File: src/rtl/uart_pkg.sv
// Shared encodings and timing constants for the uart_ctrl block.
// Parity support is compiled in only when UART_PARITY_EN is defined.
package uart_pkg;

    typedef enum logic [2:0] {
        RX_IDLE   = 3'd0,
        RX_START  = 3'd1,
        RX_DATA   = 3'd2,
        RX_PARITY = 3'd3,
        RX_STOP   = 3'd4
    } rx_state_e;

    typedef enum logic [2:0] {
        TX_IDLE   = 3'd0,
        TX_START  = 3'd1,
        TX_DATA   = 3'd2,
        TX_PARITY = 3'd3,
        TX_STOP   = 3'd4
    } tx_state_e;

    localparam logic [1:0] PAR_NONE = 2'b00;
    localparam logic [1:0] PAR_EVEN = 2'b01;
    localparam logic [1:0] PAR_ODD  = 2'b10;

    localparam int START_SAMPLE_TICKS = 7;
    localparam int BIT_TICKS          = 16;

    // Modes 00 and 11 both mean "no parity bit".
    function automatic logic parity_on(input logic [1:0] mode);
        return (mode == PAR_EVEN) || (mode == PAR_ODD);
    endfunction

endpackage

File: src/rtl/uart_sync_fifo.sv
// First-word-fall-through synchronous FIFO, 2**W entries of B bits.
// Full/empty are explicit flags so the pointers may wrap freely.
module uart_sync_fifo #(
    parameter int B = 8,
    parameter int W = 4
) (
    input  logic         clk,
    input  logic         reset,
    input  logic         rd,
    input  logic         wr,
    input  logic [B-1:0] w_data,
    output logic [B-1:0] r_data,
    output logic         empty,
    output logic         full
);

    logic [B-1:0] mem [0:(2**W)-1];
    logic [W-1:0] wptr, rptr, wptr_succ, rptr_succ;
    logic         do_wr, do_rd;

    // A full FIFO accepts a push only when the same cycle frees a slot.
    assign do_rd     = rd & ~empty;
    assign do_wr     = wr & (~full | do_rd);
    assign wptr_succ = wptr + 1'b1;
    assign rptr_succ = rptr + 1'b1;

    always_ff @(posedge clk) begin
        if (do_wr)
            mem[wptr] <= w_data;
    end

    always_ff @(posedge clk) begin
        if (reset) begin
            wptr  <= '0;
            rptr  <= '0;
            empty <= 1'b1;
            full  <= 1'b0;
        end else begin
            if (do_wr)
                wptr <= wptr_succ;
            if (do_rd)
                rptr <= rptr_succ;
            case ({do_wr, do_rd})
                2'b10: begin
                    empty <= 1'b0;
                    full  <= (wptr_succ == rptr);
                end
                2'b01: begin
                    full  <= 1'b0;
                    empty <= (rptr_succ == wptr);
                end
                default: ;
            endcase
        end
    end

    assign r_data = empty ? '0 : mem[rptr];

endmodule

File: src/rtl/uart_ctrl.sv
// 16x-oversampled UART with RX/TX FIFOs, programmable divisor and sticky errors.
// Define UART_PARITY_EN to build in parity generation/checking.
module uart_ctrl
    import uart_pkg::*;
#(
    parameter int DBIT     = 8,
    parameter int SB_TICK  = 16,
    parameter int DVSR_BIT = 16,
    parameter int FIFO_W   = 4
) (
    input  logic                i_clk,
    input  logic                reset,
    input  logic [DVSR_BIT-1:0] i_dvsr,
    input  logic [1:0]          i_parity_mode,
    input  logic                rx,
    input  logic                rd_uart,
    input  logic                wr_uart,
    input  logic [DBIT-1:0]     w_data,
    input  logic                i_clr_err,
    output logic [DBIT-1:0]     r_data,
    output logic                rx_empty,
    output logic                rx_full,
    output logic                tx_empty,
    output logic                tx_full,
    output logic                tx,
    output logic                tx_busy,
    output logic                o_frame_err,
    output logic                o_parity_err,
    output logic                o_overrun
);

    localparam logic [DVSR_BIT-1:0] DVSR_ONE = 1;

    // ---------------- baud generator ----------------
    logic [DVSR_BIT-1:0] baud_cnt, dvsr_q, dvsr_lim;
    logic                tick;

    assign dvsr_lim = (dvsr_q == '0) ? DVSR_ONE : dvsr_q;
    assign tick     = (baud_cnt == dvsr_lim - DVSR_ONE);

    // The divisor is re-sampled only at wrap so a period is never cut short.
    always_ff @(posedge i_clk) begin
        if (reset) begin
            baud_cnt <= '0;
            dvsr_q   <= i_dvsr;
        end else if (tick) begin
            baud_cnt <= '0;
            dvsr_q   <= i_dvsr;
        end else begin
            baud_cnt <= baud_cnt + DVSR_ONE;
        end
    end

    // ---------------- rx synchronizer ----------------
    logic rx_meta, rx_s, rx_s_d;

    always_ff @(posedge i_clk) begin
        if (reset) begin
            rx_meta <= 1'b1;
            rx_s    <= 1'b1;
            rx_s_d  <= 1'b1;
        end else begin
            rx_meta <= rx;
            rx_s    <= rx_meta;
            rx_s_d  <= rx_s;
        end
    end

    // ---------------- receiver ----------------
    rx_state_e       rx_state, rx_state_n;
    logic [5:0]      rx_scnt, rx_scnt_n;
    logic [2:0]      rx_n, rx_n_n;
    logic [DBIT-1:0] rx_b, rx_b_n;
    logic            rx_push, ferr_set, perr_set;
`ifdef UART_PARITY_EN
    logic [1:0]      rx_pmode, rx_pmode_n;
    logic            rx_pbad, rx_pbad_n;
`endif

    always_ff @(posedge i_clk) begin
        if (reset) begin
            rx_state <= RX_IDLE;
            rx_scnt  <= '0;
            rx_n     <= '0;
            rx_b     <= '0;
`ifdef UART_PARITY_EN
            rx_pmode <= PAR_NONE;
            rx_pbad  <= 1'b0;
`endif
        end else begin
            rx_state <= rx_state_n;
            rx_scnt  <= rx_scnt_n;
            rx_n     <= rx_n_n;
            rx_b     <= rx_b_n;
`ifdef UART_PARITY_EN
            rx_pmode <= rx_pmode_n;
            rx_pbad  <= rx_pbad_n;
`endif
        end
    end

    always_comb begin
        rx_state_n = rx_state;
        rx_scnt_n  = rx_scnt;
        rx_n_n     = rx_n;
        rx_b_n     = rx_b;
        rx_push    = 1'b0;
        ferr_set   = 1'b0;
        perr_set   = 1'b0;
`ifdef UART_PARITY_EN
        rx_pmode_n = rx_pmode;
        rx_pbad_n  = rx_pbad;
`endif
        case (rx_state)
            RX_IDLE: begin
                if (rx_s_d && !rx_s) begin
                    rx_state_n = RX_START;
                    rx_scnt_n  = '0;
`ifdef UART_PARITY_EN
                    rx_pmode_n = i_parity_mode;
                    rx_pbad_n  = 1'b0;
`endif
                end
            end
            RX_START: begin
                if (tick) begin
                    if (rx_scnt == 6'(START_SAMPLE_TICKS - 1)) begin
                        // A line that is high again by mid-start was a glitch.
                        rx_state_n = rx_s ? RX_IDLE : RX_DATA;
                        rx_scnt_n  = '0;
                        rx_n_n     = '0;
                    end else begin
                        rx_scnt_n = rx_scnt + 6'd1;
                    end
                end
            end
            RX_DATA: begin
                if (tick) begin
                    if (rx_scnt == 6'(BIT_TICKS - 1)) begin
                        rx_scnt_n = '0;
                        rx_b_n    = {rx_s, rx_b[DBIT-1:1]};
                        if (rx_n == 3'(DBIT - 1)) begin
`ifdef UART_PARITY_EN
                            rx_state_n = parity_on(rx_pmode) ? RX_PARITY : RX_STOP;
`else
                            rx_state_n = RX_STOP;
`endif
                        end else begin
                            rx_n_n = rx_n + 3'd1;
                        end
                    end else begin
                        rx_scnt_n = rx_scnt + 6'd1;
                    end
                end
            end
`ifdef UART_PARITY_EN
            RX_PARITY: begin
                if (tick) begin
                    if (rx_scnt == 6'(BIT_TICKS - 1)) begin
                        rx_scnt_n  = '0;
                        rx_state_n = RX_STOP;
                        rx_pbad_n  = (^rx_b) ^ rx_s ^ (rx_pmode == PAR_ODD);
                    end else begin
                        rx_scnt_n = rx_scnt + 6'd1;
                    end
                end
            end
`endif
            RX_STOP: begin
                if (tick) begin
                    if (rx_scnt == 6'(SB_TICK - 1)) begin
                        rx_state_n = RX_IDLE;
                        if (!rx_s) begin
                            ferr_set = 1'b1;
                        end else begin
                            rx_push = 1'b1;
`ifdef UART_PARITY_EN
                            perr_set = rx_pbad;
`endif
                        end
                    end else begin
                        rx_scnt_n = rx_scnt + 6'd1;
                    end
                end
            end
            default: rx_state_n = RX_IDLE;
        endcase
    end

    uart_sync_fifo #(.B(DBIT), .W(FIFO_W)) u_rx_fifo (
        .clk    (i_clk),
        .reset  (reset),
        .rd     (rd_uart),
        .wr     (rx_push),
        .w_data (rx_b),
        .r_data (r_data),
        .empty  (rx_empty),
        .full   (rx_full)
    );

    // ---------------- transmitter ----------------
    tx_state_e       tx_state, tx_state_n;
    logic [5:0]      tx_scnt, tx_scnt_n;
    logic [2:0]      tx_n, tx_n_n;
    logic [DBIT-1:0] tx_b, tx_b_n, tx_head;
    logic            tx_q, tx_next, tx_done;
`ifdef UART_PARITY_EN
    logic [1:0]      tx_pmode, tx_pmode_n;
    logic            tx_pbit, tx_pbit_n;
`else
    logic            unused_parity_mode;
    assign unused_parity_mode = ^i_parity_mode;
`endif

    always_ff @(posedge i_clk) begin
        if (reset) begin
            tx_state <= TX_IDLE;
            tx_scnt  <= '0;
            tx_n     <= '0;
            tx_b     <= '0;
            tx_q     <= 1'b1;
`ifdef UART_PARITY_EN
            tx_pmode <= PAR_NONE;
            tx_pbit  <= 1'b0;
`endif
        end else begin
            tx_state <= tx_state_n;
            tx_scnt  <= tx_scnt_n;
            tx_n     <= tx_n_n;
            tx_b     <= tx_b_n;
            tx_q     <= tx_next;
`ifdef UART_PARITY_EN
            tx_pmode <= tx_pmode_n;
            tx_pbit  <= tx_pbit_n;
`endif
        end
    end

    // tx_next is the level of the current state; tx_q registers it glitch-free.
    always_comb begin
        tx_state_n = tx_state;
        tx_scnt_n  = tx_scnt;
        tx_n_n     = tx_n;
        tx_b_n     = tx_b;
        tx_next    = 1'b1;
        tx_done    = 1'b0;
`ifdef UART_PARITY_EN
        tx_pmode_n = tx_pmode;
        tx_pbit_n  = tx_pbit;
`endif
        case (tx_state)
            TX_IDLE: begin
                if (tick && !tx_empty) begin
                    tx_state_n = TX_START;
                    tx_scnt_n  = '0;
                    tx_b_n     = tx_head;
`ifdef UART_PARITY_EN
                    tx_pmode_n = i_parity_mode;
                    tx_pbit_n  = (^tx_head) ^ (i_parity_mode == PAR_ODD);
`endif
                end
            end
            TX_START: begin
                tx_next = 1'b0;
                if (tick) begin
                    if (tx_scnt == 6'(BIT_TICKS - 1)) begin
                        tx_state_n = TX_DATA;
                        tx_scnt_n  = '0;
                        tx_n_n     = '0;
                    end else begin
                        tx_scnt_n = tx_scnt + 6'd1;
                    end
                end
            end
            TX_DATA: begin
                tx_next = tx_b[0];
                if (tick) begin
                    if (tx_scnt == 6'(BIT_TICKS - 1)) begin
                        tx_scnt_n = '0;
                        tx_b_n    = {1'b0, tx_b[DBIT-1:1]};
                        if (tx_n == 3'(DBIT - 1)) begin
`ifdef UART_PARITY_EN
                            tx_state_n = parity_on(tx_pmode) ? TX_PARITY : TX_STOP;
`else
                            tx_state_n = TX_STOP;
`endif
                        end else begin
                            tx_n_n = tx_n + 3'd1;
                        end
                    end else begin
                        tx_scnt_n = tx_scnt + 6'd1;
                    end
                end
            end
`ifdef UART_PARITY_EN
            TX_PARITY: begin
                tx_next = tx_pbit;
                if (tick) begin
                    if (tx_scnt == 6'(BIT_TICKS - 1)) begin
                        tx_state_n = TX_STOP;
                        tx_scnt_n  = '0;
                    end else begin
                        tx_scnt_n = tx_scnt + 6'd1;
                    end
                end
            end
`endif
            TX_STOP: begin
                if (tick) begin
                    if (tx_scnt == 6'(SB_TICK - 1)) begin
                        tx_state_n = TX_IDLE;
                        tx_done    = 1'b1;
                    end else begin
                        tx_scnt_n = tx_scnt + 6'd1;
                    end
                end
            end
            default: tx_state_n = TX_IDLE;
        endcase
    end

    uart_sync_fifo #(.B(DBIT), .W(FIFO_W)) u_tx_fifo (
        .clk    (i_clk),
        .reset  (reset),
        .rd     (tx_done),
        .wr     (wr_uart),
        .w_data (w_data),
        .r_data (tx_head),
        .empty  (tx_empty),
        .full   (tx_full)
    );

    assign tx      = tx_q;
    assign tx_busy = (tx_state != TX_IDLE);

    // ---------------- sticky error flags (set beats clear) ----------------
    always_ff @(posedge i_clk) begin
        if (reset) begin
            o_frame_err <= 1'b0;
            o_overrun   <= 1'b0;
        end else begin
            o_frame_err <= ferr_set | (o_frame_err & ~i_clr_err);
            o_overrun   <= (rx_push & rx_full & ~rd_uart) | (o_overrun & ~i_clr_err);
        end
    end

`ifdef UART_PARITY_EN
    always_ff @(posedge i_clk) begin
        if (reset)
            o_parity_err <= 1'b0;
        else
            o_parity_err <= perr_set | (o_parity_err & ~i_clr_err);
    end
`else
    logic unused_perr_set;
    assign unused_perr_set = perr_set;
    assign o_parity_err    = 1'b0;
`endif

endmodule
File: config.mk
export PLATFORM = sky130hd
export DESIGN_NAME = uart_ctrl
export DESIGN_NICKNAME = d
export VERILOG_FILES = /design/src/rtl/uart_pkg.sv /design/src/rtl/uart_sync_fifo.sv /design/src/rtl/uart_ctrl.sv
export SDC_FILE = /design/constraint.sdc
export NUM_CORES = 1
export LEC_CHECK = 0
export ABC_AREA = 1
export CAP_MARGIN = 25
export CORE_UTILIZATION = 36
export CTS_BUF_LIST = sky130_fd_sc_hd__clkbuf_4
export CTS_CLUSTER_SIZE = 8
export DETAILED_ROUTE_END_ITERATION = 8
export PLACE_DENSITY = 0.63
export SETUP_SLACK_MARGIN = 0.15
export SLEW_MARGIN = 20
export SYNTH_ARGS = -nofsm -noshare
export SYNTH_HDL_FRONTEND = slang
export SYNTH_SLANG_ARGS = --single-unit
File: constraint.sdc
create_clock -name i_clk -period 3.5 [get_ports i_clk]
set_clock_uncertainty 0.1 [all_clocks]
set_input_delay 0.875 -clock i_clk [delete_from_list [all_inputs] [get_ports i_clk]]
set_output_delay 0.875 -clock i_clk [all_outputs]
set_load 0.1 [all_outputs]
# == Word level (Yosys, flattened, before mapping) ==
# Memories as Yosys holds them, arrays and structs flattened. A register that Yosys moved wholly into a read port is not among the register bits.
# Index checks and enable logic that the tools add are counted.
# totals
input_bits,32
ff_bits,98
mem_count,2
ramBits,256
wordCells,197
output_inout_bits,17
# memory_table
name,words,word_bits,read_ports,rd_ports_with_merged_regs,wr,line_no,source
u_rx_fifo.mem,16,8,1,1,1,uart_sync_fifo.sv:17,logic [B-1:0] mem [0:(2**W)-1];
u_tx_fifo.mem,16,8,1,1,1,uart_sync_fifo.sv:17,
# classes
n_eq_ne,41
muxes,76
n_bitwise,18
n_reduce_logical,26
n_addsub,10
# ops
operator,n
$mux 3,24
$mux 6,12
$mux 16,3
$mux 8,5
$ne 2x2->1 const B,20
$pmux 3 s4,2
$pmux 6 s4,1
$pmux 6 s3,1
$reduce_and 6->1,3
$add 16x1->16 const B,1
$add 4x1->4 const B,4
$eq 16x16->1,1
$eq 4x4->1,4
$logic_not 16->1,1
$mux 4,4
$pmux 8 s2,1
$reduce_and 8->1,2
$sub 16x1->16 const B,1
$mux 1,15
$add 6x1->6 const B,2
$eq 3x3->1 const B,4
$eq 6x4->1 const B,2
$pmux 3 s2,2
$reduce_bool 2->1,6
21 further kinds,50

# == Depth between registers and ports, before layout ==
# logic_depth
depth_word,11
depth_mapped,28

# == Modules after synthesis ==
# Synthesis repeated with hierarchy kept, for this count alone.
# unflattened
cells_unflattened,1859
hier_area_um2,17052.6
# by_module_without_submodules
mod,cells_per_inst,area_each_um2,n_inst,seq_area_each_um2
uart_sync_fifo (u_tx_fifo),619,6267.3,1,4124.0
uart_sync_fifo (u_rx_fifo),619,6263.5,1,4124.0
uart_ctrl,621,4521.8,1,1721.7

# == Least setup slack after synthesis ==
# Ideal clock, no wire load.
# synth_timing
kind,reg2reg
startpoint,register dvsr_q[4]
endpoint,register u_tx_fifo.empty
arrival_ns,3.499
path_stages_with_launch,24
t_required_ns,3.299
path_buffers,2
setup_slack_ns,-0.200
path_cell_list,edfxtp_1 > nor2_2 > nand2_2 > nor2_2 > nand2_2 > buf_6 > nand2_2 > inv_1 > ha_1 > nand2_2 > xor2_1 > or2_2 > nand2_1 > nor3_1 > nand2_1 > nor2_1 > nand4_2 > nand2_4 > nand2_4 > buf_6 > ha_1 > a21oi_1 > nand2_1 > o41ai_1
# synth_between
elab_chain_cells,11
word_cells_on_any_way,13
cone_classes,add/sub: 1; eq/ne: 3; mux: 4; bitwise: 3; reduce/logical: 2
# synth_lines
item,line_no,source
from (decl),uart_ctrl.sv:35,"logic [DVSR_BIT-1:0] baud_cnt, dvsr_q, dvsr_lim;"
from (signal assigned),uart_ctrl.sv:45,dvsr_q <= i_dvsr;
from (signal assigned),uart_ctrl.sv:48,dvsr_q <= i_dvsr;
$logic_not 16->1,uart_ctrl.sv:38,assign dvsr_lim = (dvsr_q == '0) ? DVSR_ONE : dvsr_q;
$mux 16 (*),uart_ctrl.sv:38,
$sub 16x1->16 (*),uart_ctrl.sv:39,assign tick = (baud_cnt == dvsr_lim - DVSR_ONE);
$eq 16x16->1 (*),uart_ctrl.sv:39,
$mux 1 (*),uart_ctrl.sv:309,if (tick) begin
$mux 1 (*),uart_ctrl.sv:251,case (tx_state)
$and 1x1->1 (*),uart_sync_fifo.sv:22,assign do_rd = rd & ~empty;
$or 1x1->1,uart_sync_fifo.sv:23,assign do_wr = wr & (~full | do_rd);
$and 1x1->1,uart_sync_fifo.sv:23,
$eq 2x1->1 or $eq 2x2->1 (tied branches),uart_sync_fifo.sv:43,"case ({do_wr, do_rd})"
$pmux 1 s2 or $reduce_bool 2->1 (tied branches),n/a,
to (signal assigned),uart_sync_fifo.sv:50,empty <= (rptr_succ == wptr);
to (decl),uart_sync_fifo.sv:13,"output logic empty,"
# Every way passes the cells marked *; elsewhere a longest branch is shown, timed or not.
# A chain may end at the register's enable or synchronous reset.

==> summary.md <==
| Metric | Value |
|---|---|
| Clock Pin Slew Worst Setup and Hold Paths | 0.06 ns |
| Max cap viols | 0 |
| HP Start | rx_meta |
| Gpl congestion | between 0.8 and 0.9 |
| Post-route ant nets | 0 |
| Total grt overflow | 0 |
| Slowest cell delay on critical path | 0.39 ns |
| Cell Rows | 76 |
| Critical path startpoint category | register |
| Post-synth EDFFs | 272 |
| Syn_nets | 1611 |
| CTS buffer count | 95 |
| FF-to-FF path depth | 25 |
| Final period utilization | 97.56% |
| Final Cell Area | 0.02036 mm^2 |
| Final setup viols | 0 |
| Syn avg cell area | slightly above 10 um^2 |
| Layout cell share with drive strength beyond 1 | about a quarter |
| R2r startpoint | dvsr_q[9] |
| Fin Setup TNS | 0 ns |
| CP top delay family | compound AO/OA/AOI/OAI gates |
| Power per Cell Area | 477.1 mW/mm^2 |
| Cells after Synth | 1558 |
| Clk buf depth | 3 |
| Crit path DAT | 2.44 ns |
| Via-per-instance ratio | 5.020 |
| Area share of and/or/nand/nor cells after synthesis | 17.88% |
| Slew headroom | 40.94% |
| Least-Margin Pin Slew | 0.8859 ns |
| Global-route wire length before repair | roughly 63 mm |
| Number of remaining DRC errors | 0 |
| Pwr Total | 9.711 mW |
| Hpwl dp | 24.12 mm |
| Crit path cell chain | clkinv_4 -> buf_16 -> o21ai_1 -> o22ai_2 -> o211ai_1 -> a21oi_2 -> buf_12 |
| Die height | 213.1 um |
| GRT Util Overall | 17.73% |
| FF-to-FF End | u_rx_fifo.empty |
| Slew Viols, Final | 0 |
| FF+latch count, synth | 362 |
| Boundary pin count | 49 |
| Required @ worst endpoint | 2.52 ns |
| Largest net degree at the start of global routing | between 60 and 70 |
| Slowest cell on the critical path | dfxtp_4 |
| Sequential area share after synthesis | between 60 and 70% |
| Largest family of logic cells by synthesized area | simple AND/OR/NAND/NOR gates |
| Crit Path Max Fanout | 16 |
| Worst path buffer plus inverter count | 3 |
| Reg2reg setup slack | around 0.13 ns |
| Synth Area in XOR/XNOR | ~2.0% |
| Status | finished clean |
| Number of I/O port buffers | 45 |
| Filler cells | 4116 |
| Worst setup EP type | output port |
| Nets | 1825 |
| Ys async rst share | 0% |
| Hold Vio Cnt, Final | 0 |
| Worst slack at placement | -0.1427 ns |
| Core Region | 0.04355 mm^2 |
| Synth Area in Compound Gates | 12.03% |
| RSZ-0062 raised after global routing | true |
| TritonCTS clock tree | done |
| Initial Util | roughly 37% |
| Mux share of post-synthesis cell area | 0% |
| Fmax | 292.9 MHz |
| Hold Crit Class | register to register |
| Initial DRT Pass Iterations | 5 |
| Worst hold path cell count | 1 |
| Dpl cell area | 0.01820 mm^2 |
| Worst setup margin | ~0.085 ns |
| Synth unique cells | just under 50 |
| Clock root buffer | clkbuf_4 |
| Yosys warns | 0 |
| Die W | 213.1 um |
| Main synth FF type | edfxtp_1 |
| Static Leakage | 7.818 nW |
| Initial antenna violation count | 2 |
| Skew-Pair Late Insertion Delay | 0.81 ns |
| Final WL | 39.87 mm |
| Iter 0 DRT Violations | 822 |
| Die ar. | 0.04541 mm^2 |
| Synth Area in Adders | 1.638% |
| Final core utilization | between 40 and 50% |
| Clock sinks | 362 |
| Vias in the first global route | 12.13k |
| CTS H-tree lvls | 3 |
| Post-route minimum period | around 3.4 ns |
| Worst Setup Path Type | register to output port |
| Layout area overhead | 26.89% |
| Mapped Area | 0.01604 mm^2 |
| Vias | 12.18k |
| Maximum VDD drop | 0.3081 mV |
| Hold Path End | rx_s |
| Routed len/inst | 16.43 um |
==> timing repair <==
item | 4_1_cts | 5_1_grt
pin swaps | 38 | 47
setup buffers | 16 | 3
hold buffers | 0 | 0
cloned | 4 | 5
setup endpoints to repair | 268 | 302
resized for setup | 94 | 81
==> final cells by class <==
class	instances	area (um^2)	share of cell area, %
multi-input cells	1023	5996	29.45
inverters	114	437.9	2.151
clock buffers	133	998.5	4.905
well taps	585	732.0	3.596
diodes	4	10.01	0.04917
repair buffers	176	2048	10.06
clock inverters	30	153.9	0.7560
flip-flops and latches	362	9980	49.03
==> report_power, final <==
| part | total, mW | internal, mW | switching (mW) |
|---|---|---|---|
| Sequential | 4.78 | 4.71 | 0.0759 |
| Combinational | 1.38 | 0.461 | 0.916 |
| Clock | 3.55 | 1.82 | 1.73 |
| Total | 9.71 | 6.99 | 2.72 |
==> synthesized netlist by cell type (18+ instances only) <==
| master | number | area (um^2) |
|---|---|---|
| o21ai_0 | 157 | 785.8 |
| nand3_1 | 74 | 370.4 |
| xor2_1 | 25 | 219.0 |
| nand2_1 | 205 | 769.5 |
| nor2_2 | 18 | 112.6 |
| a21oi_1 | 62 | 310.3 |
| edfxtp_1 | 272 | 8168 |
| o221ai_1 | 42 | 367.9 |
| ha_1 | 21 | 262.8 |
| clkbuf_1 | 47 | 176.4 |
| nor2_1 | 272 | 1021 |
| dfxtp_1 | 90 | 1802 |
| inv_1 | 108 | 405.4 |
==> routing by layer <==
layer	track usage (%)	wire length [um]	vias up
met5	0	0	-
met3	3.839	1835	76
met4	7.145	952	0
met2	29.64	19500	273
li1	-	-	5975
met1	22.22	17580	5860
==> worst reg2reg max path, cell delays in order (launching register included) <==
cell       delay, ns
edfxtp_1        0.43
nor2_4          0.14
nand2_2         0.07
nor2_2          0.11
nand2_2         0.11
nand2_4         0.07
inv_2           0.04
ha_4            0.19
nand2_8         0.11
nor2_4          0.05
nand2_1         0.07
nand3b_1        0.09
nand2_2         0.09
nand2_2         0.06
nor2_1          0.14
nand3_2         0.10
nor2_4          0.15
nand2_4         0.09
nor2_8          0.11
nand2_4         0.06
ha_4            0.21
inv_2           0.06
o21ai_2         0.06
a2111oi_4       0.30
o211ai_1        0.17
nand2_1         0.10
==> stage by stage <==
stage,hold WS [ns],cells
2_1_floorplan,0.2895,1558
3_3_place_gp,0.2991,2232
3_5_place_dp,0.2970,2232
4_1_cts,0.3188,2415
5_1_grt,0.3264,2425
6_report,0.3122,2427
==> logic make-up (layout without fill, tap and decap cells) <==
logic type | after synthesis | after routing
xor+xnor | 37 | 37
flops | 362 | 362
other cells | 1 | 5
simple gates | 642 | 642
fa+ha+maj | 21 | 21
buf+inv | 173 | 453
compound gates | 322 | 322
==> layout by cell type, fill, tap and decap left out, types with 5 or more instances in the layout <==
cell type | synthesis | layout
nand3b_1 | 6 | 6
buf_12 | 0 | 29
dfxtp_1 | 90 | 86
nor2_1 | 272 | 238
nand3_4 | 1 | 6
clkbuf_4 | 0 | 133
xnor2_1 | 12 | 11
o21ai_1 | 3 | 22
inv_1 | 108 | 102
o22ai_2 | 0 | 6
nand3_1 | 74 | 70
edfxtp_1 | 272 | 272
nand2_2 | 7 | 12
a21oi_1 | 62 | 51
o21ai_2 | 2 | 8
o22ai_1 | 17 | 11
a21oi_2 | 0 | 11
buf_4 | 1 | 85
ha_1 | 21 | 18
nor2_4 | 5 | 36
nand2_1 | 205 | 194
o221ai_1 | 42 | 38
clkdlybuf4s50_1 | 0 | 29
o211ai_1 | 16 | 16
clkinv_1 | 4 | 27
o21ai_0 | 157 | 131
inv_2 | 2 | 8
nand3_2 | 6 | 5
nand2_4 | 8 | 12
nor2_2 | 18 | 21
buf_6 | 3 | 19
nor3_1 | 14 | 13
xor2_1 | 25 | 24
buf_16 | 0 | 6
a32o_1 | 5 | 5
nand4_1 | 9 | 9
==> worst max-delay path by stage <==
stage	startpoint	to	slack, ns	cells after the start
2_1_floorplan	dvsr_q[3]	u_rx_fifo.empty	-0.09	24
3_3_place_gp	dvsr_q[8]	u_rx_fifo.empty	-0.06	25
3_5_place_dp	dvsr_q[8]	u_rx_fifo.empty	-0.14	25
4_1_cts	register	r_data[7]	-0.02	7
5_1_grt	dvsr_q[1]	u_rx_fifo.empty	-0.12	23
6_report	register	r_data[3]	0.09	7
==> registers in the layout, indices dropped and copies added (netlist names), 3 cells and up, named ones only <==
| register | cells |
|---|---|
| u_rx_fifo.mem | 128 |
| u_tx_fifo.mem | 128 |
| baud_cnt | 16 |
| dvsr_q | 16 |
| rx_b | 8 |
| tx_b | 8 |
| rx_scnt | 6 |
| tx_scnt | 6 |
| u_rx_fifo.rptr | 4 |
| u_rx_fifo.wptr | 4 |
| u_tx_fifo.rptr | 4 |
| u_tx_fifo.wptr | 4 |
| rx_n | 3 |
| rx_state | 3 |
| tx_n | 3 |
| tx_state | 3 |
No activity file was read; power rests on OpenSTA's default activity.
